===== src/rtl/mux_channel_scanner_if.sv =====
// Handshake and mux-facing signals of the channel scanner.
// The master side is the scanner; the slave side is the mux and the data consumer.
interface mux_channel_scanner_if;
  logic       start;
  logic       mux_out;
  logic       address0;
  logic       address1;
  logic [3:0] data;
  logic       valid;
  logic       ready;
  logic       busy;

  modport master (
    input  start, mux_out, ready,
    output address0, address1, data, valid, busy
  );

  modport slave (
    output start, mux_out, ready,
    input  address0, address1, data, valid, busy
  );
endinterface


===== src/rtl/mux_channel_scanner.sv =====
// Steps a 4:1 mux through its channels, holds each select for a settle time,
// captures one bit per channel and offers the snapshot on valid/ready.
module mux_channel_scanner #(
  parameter int unsigned SETTLE_CYCLES = 2,
  parameter bit          CONTINUOUS    = 1'b0
) (
  input  logic                   clk,
  input  logic                   reset_n,
  mux_channel_scanner_if.master  bus
);

  typedef enum logic [1:0] {IDLE, SETTLE, CAPTURE, DONE} state_t;

  localparam logic [3:0] CNT_LAST = 4'(SETTLE_CYCLES - 1);

  state_t     state_q, state_d;
  logic [1:0] ch_q, ch_d;
  logic [3:0] cnt_q, cnt_d;
  logic [3:0] sample_q, sample_d;
  logic [3:0] data_q, data_d;
  logic       valid_q, valid_d;
  logic       busy_q, busy_d;
  logic       go;

  assign go = bus.start | CONTINUOUS;

  // ch_q doubles as the select register: it is forced to 0 outside a scan.
  always_comb begin
    state_d  = state_q;
    ch_d     = ch_q;
    cnt_d    = cnt_q;
    sample_d = sample_q;
    data_d   = data_q;
    valid_d  = valid_q;
    busy_d   = busy_q;
    case (state_q)
      IDLE: begin
        if (go) begin
          ch_d    = '0;
          cnt_d   = '0;
          busy_d  = 1'b1;
          state_d = SETTLE;
        end
      end
      SETTLE: begin
        cnt_d = cnt_q + 4'd1;
        if (cnt_q == CNT_LAST) state_d = CAPTURE;
      end
      CAPTURE: begin
        sample_d[ch_q] = bus.mux_out;
        if (ch_q != 2'd3) begin
          ch_d    = ch_q + 2'd1;
          cnt_d   = '0;
          state_d = SETTLE;
        end else begin
          data_d  = sample_d;
          valid_d = 1'b1;
          busy_d  = 1'b0;
          ch_d    = '0;
          state_d = DONE;
        end
      end
      DONE: begin
        if (bus.ready) begin
          valid_d = 1'b0;
          if (go) begin
            ch_d    = '0;
            cnt_d   = '0;
            busy_d  = 1'b1;
            state_d = SETTLE;
          end else begin
            state_d = IDLE;
          end
        end
      end
      default: state_d = IDLE;
    endcase
  end

  always_ff @(posedge clk or negedge reset_n) begin
    if (!reset_n) begin
      state_q  <= IDLE;
      ch_q     <= '0;
      cnt_q    <= '0;
      sample_q <= '0;
      data_q   <= '0;
      valid_q  <= 1'b0;
      busy_q   <= 1'b0;
    end else begin
      state_q  <= state_d;
      ch_q     <= ch_d;
      cnt_q    <= cnt_d;
      sample_q <= sample_d;
      data_q   <= data_d;
      valid_q  <= valid_d;
      busy_q   <= busy_d;
    end
  end

  assign bus.address0 = ch_q[0];
  assign bus.address1 = ch_q[1];
  assign bus.data     = data_q;
  assign bus.valid    = valid_q;
  assign bus.busy     = busy_q;

endmodule


===== src/flat_wrapper.sv =====
// flat-port wrapper written by rule: the top's interface ports become plain ports
module mux_channel_scanner_flat 
#(
  parameter int unsigned SETTLE_CYCLES = 2,
  parameter bit          CONTINUOUS    = 1'b0
)
  (clk, reset_n, bus_start, bus_mux_out, bus_ready, bus_address0, bus_address1, bus_data, bus_valid, bus_busy);
  mux_channel_scanner_if bus_i ();
  input  logic clk;
  input  logic reset_n;
  input wire logic [$bits(bus_i.start)-1:0] bus_start;
  input wire logic [$bits(bus_i.mux_out)-1:0] bus_mux_out;
  input wire logic [$bits(bus_i.ready)-1:0] bus_ready;
  output wire logic [$bits(bus_i.address0)-1:0] bus_address0;
  output wire logic [$bits(bus_i.address1)-1:0] bus_address1;
  output wire logic [$bits(bus_i.data)-1:0] bus_data;
  output wire logic [$bits(bus_i.valid)-1:0] bus_valid;
  output wire logic [$bits(bus_i.busy)-1:0] bus_busy;
  assign bus_i.start = bus_start;
  assign bus_i.mux_out = bus_mux_out;
  assign bus_i.ready = bus_ready;
  assign bus_address0 = bus_i.address0;
  assign bus_address1 = bus_i.address1;
  assign bus_data = bus_i.data;
  assign bus_valid = bus_i.valid;
  assign bus_busy = bus_i.busy;
  mux_channel_scanner #(.SETTLE_CYCLES(SETTLE_CYCLES), .CONTINUOUS(CONTINUOUS)) u_core (.clk(clk), .reset_n(reset_n), .bus(bus_i));
endmodule

===== config.mk =====
export PLATFORM = sky130hd
export DESIGN_NAME = mux_channel_scanner_flat
export DESIGN_NICKNAME = d
export VERILOG_FILES = /design/src/rtl/mux_channel_scanner_if.sv /design/src/rtl/mux_channel_scanner.sv /design/src/flat_wrapper.sv
export SDC_FILE = /design/constraint.sdc
export NUM_CORES = 1
export LEC_CHECK = 0
export BUFFER_PORTS_ARGS = -buffer_cell sky130_fd_sc_hd__buf_2
export CAP_MARGIN = 20
export CELL_PAD_IN_SITES_DETAIL_PLACEMENT = 0
export CELL_PAD_IN_SITES_GLOBAL_PLACEMENT = 1
export CORE_ASPECT_RATIO = 0.9
export CORE_MARGIN = 5
export CORE_UTILIZATION = 40
export CTS_CLUSTER_DIAMETER = 100
export CTS_CLUSTER_SIZE = 12
export DETAILED_ROUTE_END_ITERATION = 8
export PLACE_DENSITY = 0.7
export SLEW_MARGIN = 20
export SYNTH_ARGS = -nofsm -noshare
export SYNTH_HDL_FRONTEND = slang
export SYNTH_SLANG_ARGS = --single-unit

===== constraint.sdc =====
create_clock -name clk -period 2.1 [get_ports clk]
set_input_delay 0.21 -clock clk [delete_from_list [all_inputs] [get_ports clk]]
set_output_delay 0.21 -clock clk [all_outputs]
set_load 0.05 [all_outputs]

==> results of run 1 <==
[worst register-to-register path, cell delays in order, from the launching register on]
cell,delay [ps]
sky130_fd_sc_hd__dfrtp_1,450
sky130_fd_sc_hd__ha_1,280
sky130_fd_sc_hd__nor3b_1,330
sky130_fd_sc_hd__a221oi_2,110
sky130_fd_sc_hd__a211o_1,320
[routing by layer]
metal	global-route usage (%)	vias up
met5	0	-
met4	5.88	0
li1	-	338
met1	19.5	319
met3	2.78	8
met2	17.6	22
[sequential cells by signal (all words and copies together) (netlist names)]
register / count
u_core.bus.busy: 1
u_core.bus.data: 4
u_core.bus.valid: 1
u_core.ch_q: 2
u_core.cnt_q: 4
u_core.sample_q: 3
u_core.state_q: 2
[cell type report]
type | instances | area, µm²
Timing Repair Buffer | 13 | 70.1
Clock buffer | 3 | 22.5
Fill cell | 219 | 1160
Tap cell | 27 | 33.8
Multi-Input combinational cell | 61 | 473
Sequential cell | 17 | 425
Inverter | 4 | 15.0
Clock inverter | 1 | 5.00
[how the worst max path moves through the flow]
stage	end	startpoint	slack, ps
finish	u_core.cnt_q[3]$_DFFE_PN0P_	u_core.ch_q[1]$_DFFE_PN0P_	510
global route	u_core.cnt_q[3]$_DFFE_PN0P_	u_core.ch_q[1]$_DFFE_PN0P_	380
CTS	u_core.cnt_q[3]$_DFFE_PN0P_	u_core.ch_q[1]$_DFFE_PN0P_	500
detailed placement	u_core.cnt_q[3]$_DFFE_PN0P_	u_core.ch_q[1]$_DFFE_PN0P_	530
global placement	u_core.cnt_q[3]$_DFFE_PN0P_	u_core.ch_q[1]$_DFFE_PN0P_	570
floorplan	u_core.cnt_q[2]$_DFFE_PN0P_	u_core.ch_q[1]$_DFFE_PN0P_	390
[cell usage after synthesis (all sizes together)]
cell / number / share of area, %
nand2: 9 / 3.6
nor2: 1 / 0.40
clkbuf: 1 / 0.54
o21ai: 7 / 3.8
dfrtp: 17 / 46
a21bo: 1 / 1.1
nor4: 1 / 0.67
nand3b: 1 / 2.2
a21oi: 2 / 1.1
buf: 1 / 1.2
o2bb2ai: 1 / 0.94
nand3: 3 / 1.6
a221oi: 1 / 1.6
a211o: 3 / 2.8
nand2b: 2 / 1.3
o32a: 1 / 1.1
and3: 3 / 2.0
a21o: 1 / 0.81
mux2: 4 / 4.8
and2b: 1 / 0.94
a221o: 1 / 1.1
and4bb: 1 / 1.3
nor3: 2 / 1.6
inv: 4 / 1.6
nor3b: 3 / 2.4
mux2i: 3 / 3.2
ha: 6 / 8.1
and4: 1 / 0.94
nor2b: 2 / 1.3
[through the flow]
stage / cells / utilization (%) / worst slack, ps
final: 126 / 47.4 / 508
after CTS: 126 / 47.4 / 502
after floorplan: 84 / - / 388
after global routing: 126 / 47.4 / 377
after detailed placement: 121 / 45.7 / 527
after global placement: 121 / 45.7 / 573
[power breakdown]
| part | switching, mW | internal, mW | total, mW |
|---|---|---|---|
| clock network | 0.109 | 0.0708 | 0.180 |
| registers | 0.169 | 0.478 | 0.647 |
| logic | 0.557 | 0.336 | 0.893 |
[cells by family (layout without fill, tap and decap cells)]
family,count (synthesis),in the layout
simple gates,30,30
compound gates,18,18
flops,17,17
mux,7,7
fa+ha+maj,6,6
buf+inv,6,21
==> results.ini, run 1 <==
[outcome]
outcome = finished clean

[sta]
setup_violations = 0
final-max-slew-violation-count = 0
tightest_slew_ps = 439
tns_ps = 0
finalCriticalPeriod_ps = 1590
final.hold.worst_slack_ps = 243
setup_repair_after_global_routing_missed_its_margin = false
timing.fmax_mhz = 628
layout_worst_path_cycle_share_pct = 75.8
final.setup_skew_ps = 0.599
slew_headroom_pct = 70.7
hold_viol = 0

[placed_design]
io_buffer_count = 12
dp_hpwl_mm = 1.36
placer_congestion_estimate = 0.703
dpl_cell_area_mm2 = 0.00101

[logic_synthesis]
synth.ff_latch_count = 17
synth_simple_gate_area_share_pct = 20.5
synthesis.nets = 95
synthesis_warning_total = 0
synth_area_um2 = 930
yosysUniqueCellTypes = 30
synth_xor_xnor_area_share_pct = 0
compound_gate_portion_of_the_synthesized_area_pct = 14.3
synth_cells = 84
syn_area_per_cell_um2 = 11.1
synthMuxAreaShare_pct = 8.08
portion_of_the_post_synthesis_area_used_by_sequential_elements_pct = 45.8
yosys.area_share.adder_pct = 8.08
dominant_combinational_cell_family_by_area_after_synthesis = simple AND/OR/NAND/NOR gates

[setup_path]
crit_path_cell_trace = ha_1 > nor3b_1 > a221oi_2 > a211o_1
reg2reg_depth = 4
r2r_slack_ps = 510
worstReg2RegStart = u_core.ch_q[1]$_DFFE_PN0P_
crit_path_top_delay_cell = sky130_fd_sc_hd__dfrtp_1
cp.arrival_ps = 1780
crit_path_max_fanout = 6
critical_path_cell_count = 4
max_stage_delay_ps = 450
crit_path_end_kind = flop
r2r-end = u_core.cnt_q[3]$_DFFE_PN0P_
worst-endpoint-required_ps = 2290
critical_path.top_delay_family = flip-flops
element_type_at_the_critical_path_start = flop
critical_path.n_buffers_inverters = 0
critical_path_class = reg2reg

[detailed_routing]
postRouteWirelength_mm = 1.88
detail_route.first_pass.iterations = 4
detail_route.drc_violations = 0
initial_drc_count = 12
wl_per_cell_um = 14.9
dr.max_layer_used = met4
met1_length_um = 892
detail-route-antenna-nets = 0
wl_met3_um = 78
via_count = 687
via_per_inst = 5.45
dr_wl_met2_um = 878

[global_routing]
overflow = 0
grt_pass1_vias = 679
largest_net_degree_at_the_start_of_global_routing = 18
global_route.usage.total_pct = 13.1
grt_first_pass_wirelength_mm = 3.29
antenna_found_initial = 0

[min_path]
timing.hold.worst.class = in2reg
worst_hold_path.num_cells = 2
timing.hold.worst.start = bus_mux_out
holdPathEnd = u_core.bus.data[3]$_DFFE_PN0P_

[clocking]
cts_resizes = 0
ctsHtreeMaxLevel = 1
cts_tree = built
number_of_clock_buffers_inserted_by_tritoncts = 3
cts_buffer_depth = 2
cts_hold_buffers = 1
insertion_delay_ps = 290
clkSlewWorstSetupHoldPaths_ps = 100
post_cts_setup_buffers = 0
clock_tree.root_cell = sky130_fd_sc_hd__clkbuf_4
cts_sinks = 17

[finish]
design_area_mm2 = 0.00104
fin_nets = 111
area_growth_pct = 12.4
layout.cells.most_common_list = sky130_fd_sc_hd__dfrtp_1, sky130_fd_sc_hd__buf_2, sky130_fd_sc_hd__nand2_1
layout-drive-gt1-share_pct = 25.3
insertedDiodeCount = 0
layout_commonest_cell = sky130_fd_sc_hd__dfrtp_1

[power]
pwr_density_cell_mw_per_mm2 = 1650
max-vdd-ir-drop_mv = 0.740
cellLeakagePower_nw = 0.521
p_total_mw = 1.72

[run]
maxCapViolCount = 0

[floorplan]
initial_core_util_pct = 42.2
die_y_um = 55.7
core_area_mm2 = 0.00220
io_pins = 13
die_w_um = 60.8
floorplan.die_area_mm2 = 0.00339
number_of_rows_created_at_floorplan = 16

Power figures use the tool's default switching activity.
==> run 2: changes to the inputs <==
- clock period: 2.1 -> 1.6 ns (I/O delays scaled with it)
==> run 2 against run 1 <==
Effect of this change:
- sequential share of layout area is 0.39 points lower
- critical path depth unchanged
- first-iteration DRC count grew 8.3%
- global-route usage shrank 0.77 points
- cell count grew 1.6%
- combinational power increased by 38%
- register-to-register slack got worse by 410 ps
- core utilization up 0.74 points
- total power is 33% higher
- non-clock buffer count is 2 higher
- die area unchanged
==> results.ini, run 2 (synthesis results as in run 1) <==
[sta]
tns_ps = 0
tightest_slew_ps = 431
finalCriticalPeriod_ps = 1500
final.setup_skew_ps = 3.30
timing.fmax_mhz = 666
final_critical_path_setup_slack_ps = 99.1
setup_repair_after_global_routing_missed_its_margin = false
hold_viol = 0
setup_violations = 0
layout_worst_path_cycle_share_pct = 93.8
slew_headroom_pct = 71.3
final-max-slew-violation-count = 0

[global_routing]
top_usage_layer = met2
globalRouteMet1Util_pct = 15.9
grt_first_pass_wirelength_mm = 3.21
antenna_found_initial = 0
grt_util_met3_pct = 4.18
largest_net_degree_at_the_start_of_global_routing = 18
grt_pass1_vias = 701
met2_usage_pct = 19.5
overflow = 0
global_route.usage.total_pct = 12.3

[placed_design]
dpl_cell_area_mm2 = 0.00102
placer_congestion_estimate = 0.677
dp_worst_setup_slack_ps = 131
io_buffer_count = 12
dp_hpwl_mm = 1.35

[min_path]
timing.hold.worst.class = in2reg
timing.hold.worst.start = bus_mux_out

[power]
pwr_density_cell_mw_per_mm2 = 2160
cellLeakagePower_nw = 0.526
p_total_mw = 2.29
max-vdd-ir-drop_mv = 0.955

[setup_path]
worstReg2RegStart = u_core.ch_q[1]$_DFFE_PN0P_
crit_path_top_delay_cell = sky130_fd_sc_hd__dfrtp_2
crit_path_end_kind = flop
cp.arrival_ps = 1680
max_stage_delay_ps = 460
critical_path_class = reg2reg
critical_path.n_buffers_inverters = 0
timing.critical_path.from = u_core.ch_q[1]$_DFFE_PN0P_
crit_path_max_fanout = 6
element_type_at_the_critical_path_start = flop
critical_path.top_delay_family = flip-flops
crit_path_cell_trace = ha_1 > nor3b_1 > a221oi_2 > a211o_1
worst-endpoint-required_ps = 1780

[detailed_routing]
detail_route.first_pass.iterations = 4
via_count = 679
detail-route-antenna-nets = 0
via_per_inst = 5.30
detail_route.drc_violations = 0
initial_drc_count = 13
postRouteWirelength_mm = 1.84
wl_per_cell_um = 14.4

[finish]
area_growth_pct = 14.1
fillCellCount = 215
layout_commonest_cell = sky130_fd_sc_hd__dfrtp_1
layout.cells.most_common_list = sky130_fd_sc_hd__dfrtp_1, sky130_fd_sc_hd__buf_2, sky130_fd_sc_hd__nand2_1
design_area_mm2 = 0.00106
multiInputGateArea_um2 = 473
register_area_um2 = 428
insertedDiodeCount = 0
layout-drive-gt1-share_pct = 27.7
fin_nets = 113

[floorplan]
core_area_mm2 = 0.00220
die_y_um = 55.7
floorplan.die_area_mm2 = 0.00339
io_pins = 13
die_w_um = 60.8
number_of_rows_created_at_floorplan = 16
initial_core_util_pct = 42.2

[run]
maxCapViolCount = 0

[outcome]
outcome = finished clean

[clocking]
ctsHtreeMaxLevel = 1
post_cts_setup_buffers = 0
cts_buffer_depth = 2
clock_tree.root_cell = sky130_fd_sc_hd__clkbuf_4
insertion_delay_ps = 290
cts_tree = built
cts_sinks = 17
clkSlewWorstSetupHoldPaths_ps = 100
cts_hold_buffers = 1
cts_resizes = 0
number_of_clock_buffers_inserted_by_tritoncts = 3

-- run 2: cell types whose count changed in the layout (fill, tap and decap cells not counted) --
cell	before	now
sky130_fd_sc_hd__dfrtp_1	17	15
sky130_fd_sc_hd__buf_4	0	2
sky130_fd_sc_hd__clkinv_2	1	0
sky130_fd_sc_hd__clkbuf_1	0	1
sky130_fd_sc_hd__dfrtp_2	0	2
-- run 2: final timing paths --
kind | endpoint | slack [ps] | cells after the start
setup / recovery | u_core.cnt_q[2]$_DFFE_PN0P_ | 100 | 4
hold / removal | u_core.sample_q[0]$_DFFE_PN0N_ | 200 | 2
setup reg to reg | u_core.cnt_q[2]$_DFFE_PN0P_ | 100 | 4
hold reg to reg | u_core.bus.data[2]$_DFFE_PN0P_ | 480 | 2
max in group asynchronous | u_core.ch_q[1]$_DFFE_PN0P_ | 980 | 2
min in group asynchronous | u_core.bus.valid$_DFFE_PN0P_ | 320 | 2
-- run 2: metrics by stage --
step / hold WS (ps) / std cells / utilization, %
6_report: 204 / 128 / 48.2
2_1_floorplan: -136 / 84 / -
5_1_grt: 201 / 128 / 48.2
3_5_place_dp: 110 / 123 / 46.5
3_3_place_gp: 112 / 123 / 46.5
4_1_cts: 195 / 128 / 48.2
-- run 2: area by class of cell --
cell class | count | area share (%)
Multi-Input combinational cell | 61 | 44.6
Sequential cell | 17 | 40.3
Timing Repair Buffer | 15 | 8.02
Tap cell | 27 | 3.18
Clock buffer | 4 | 2.48
Inverter | 4 | 1.42
-- run 2: layer usage --
layer  vias up  part of all wire, %  wire [µm]
met1       327                   49        909
li1        341                    -          -
met2         9                   47        860
met3         2                  3.2         58
met4         0                 0.65         12
met5         -                    0          0
-- run 2: where the power goes --
part           leakage [nW]  internal, mW  switching (mW)
clock                0.0150        0.0968           0.129
sequential            0.199         0.634           0.199
combinational         0.313         0.472           0.759
total                 0.526          1.20            1.09
-- run 2: worst reg2reg max path, cell delays in order (launching register included) --
cell                       delay, ps
sky130_fd_sc_hd__dfrtp_2         460
sky130_fd_sc_hd__ha_1            220
sky130_fd_sc_hd__nor3b_1         300
sky130_fd_sc_hd__a221oi_2        110
sky130_fd_sc_hd__a211o_1         310
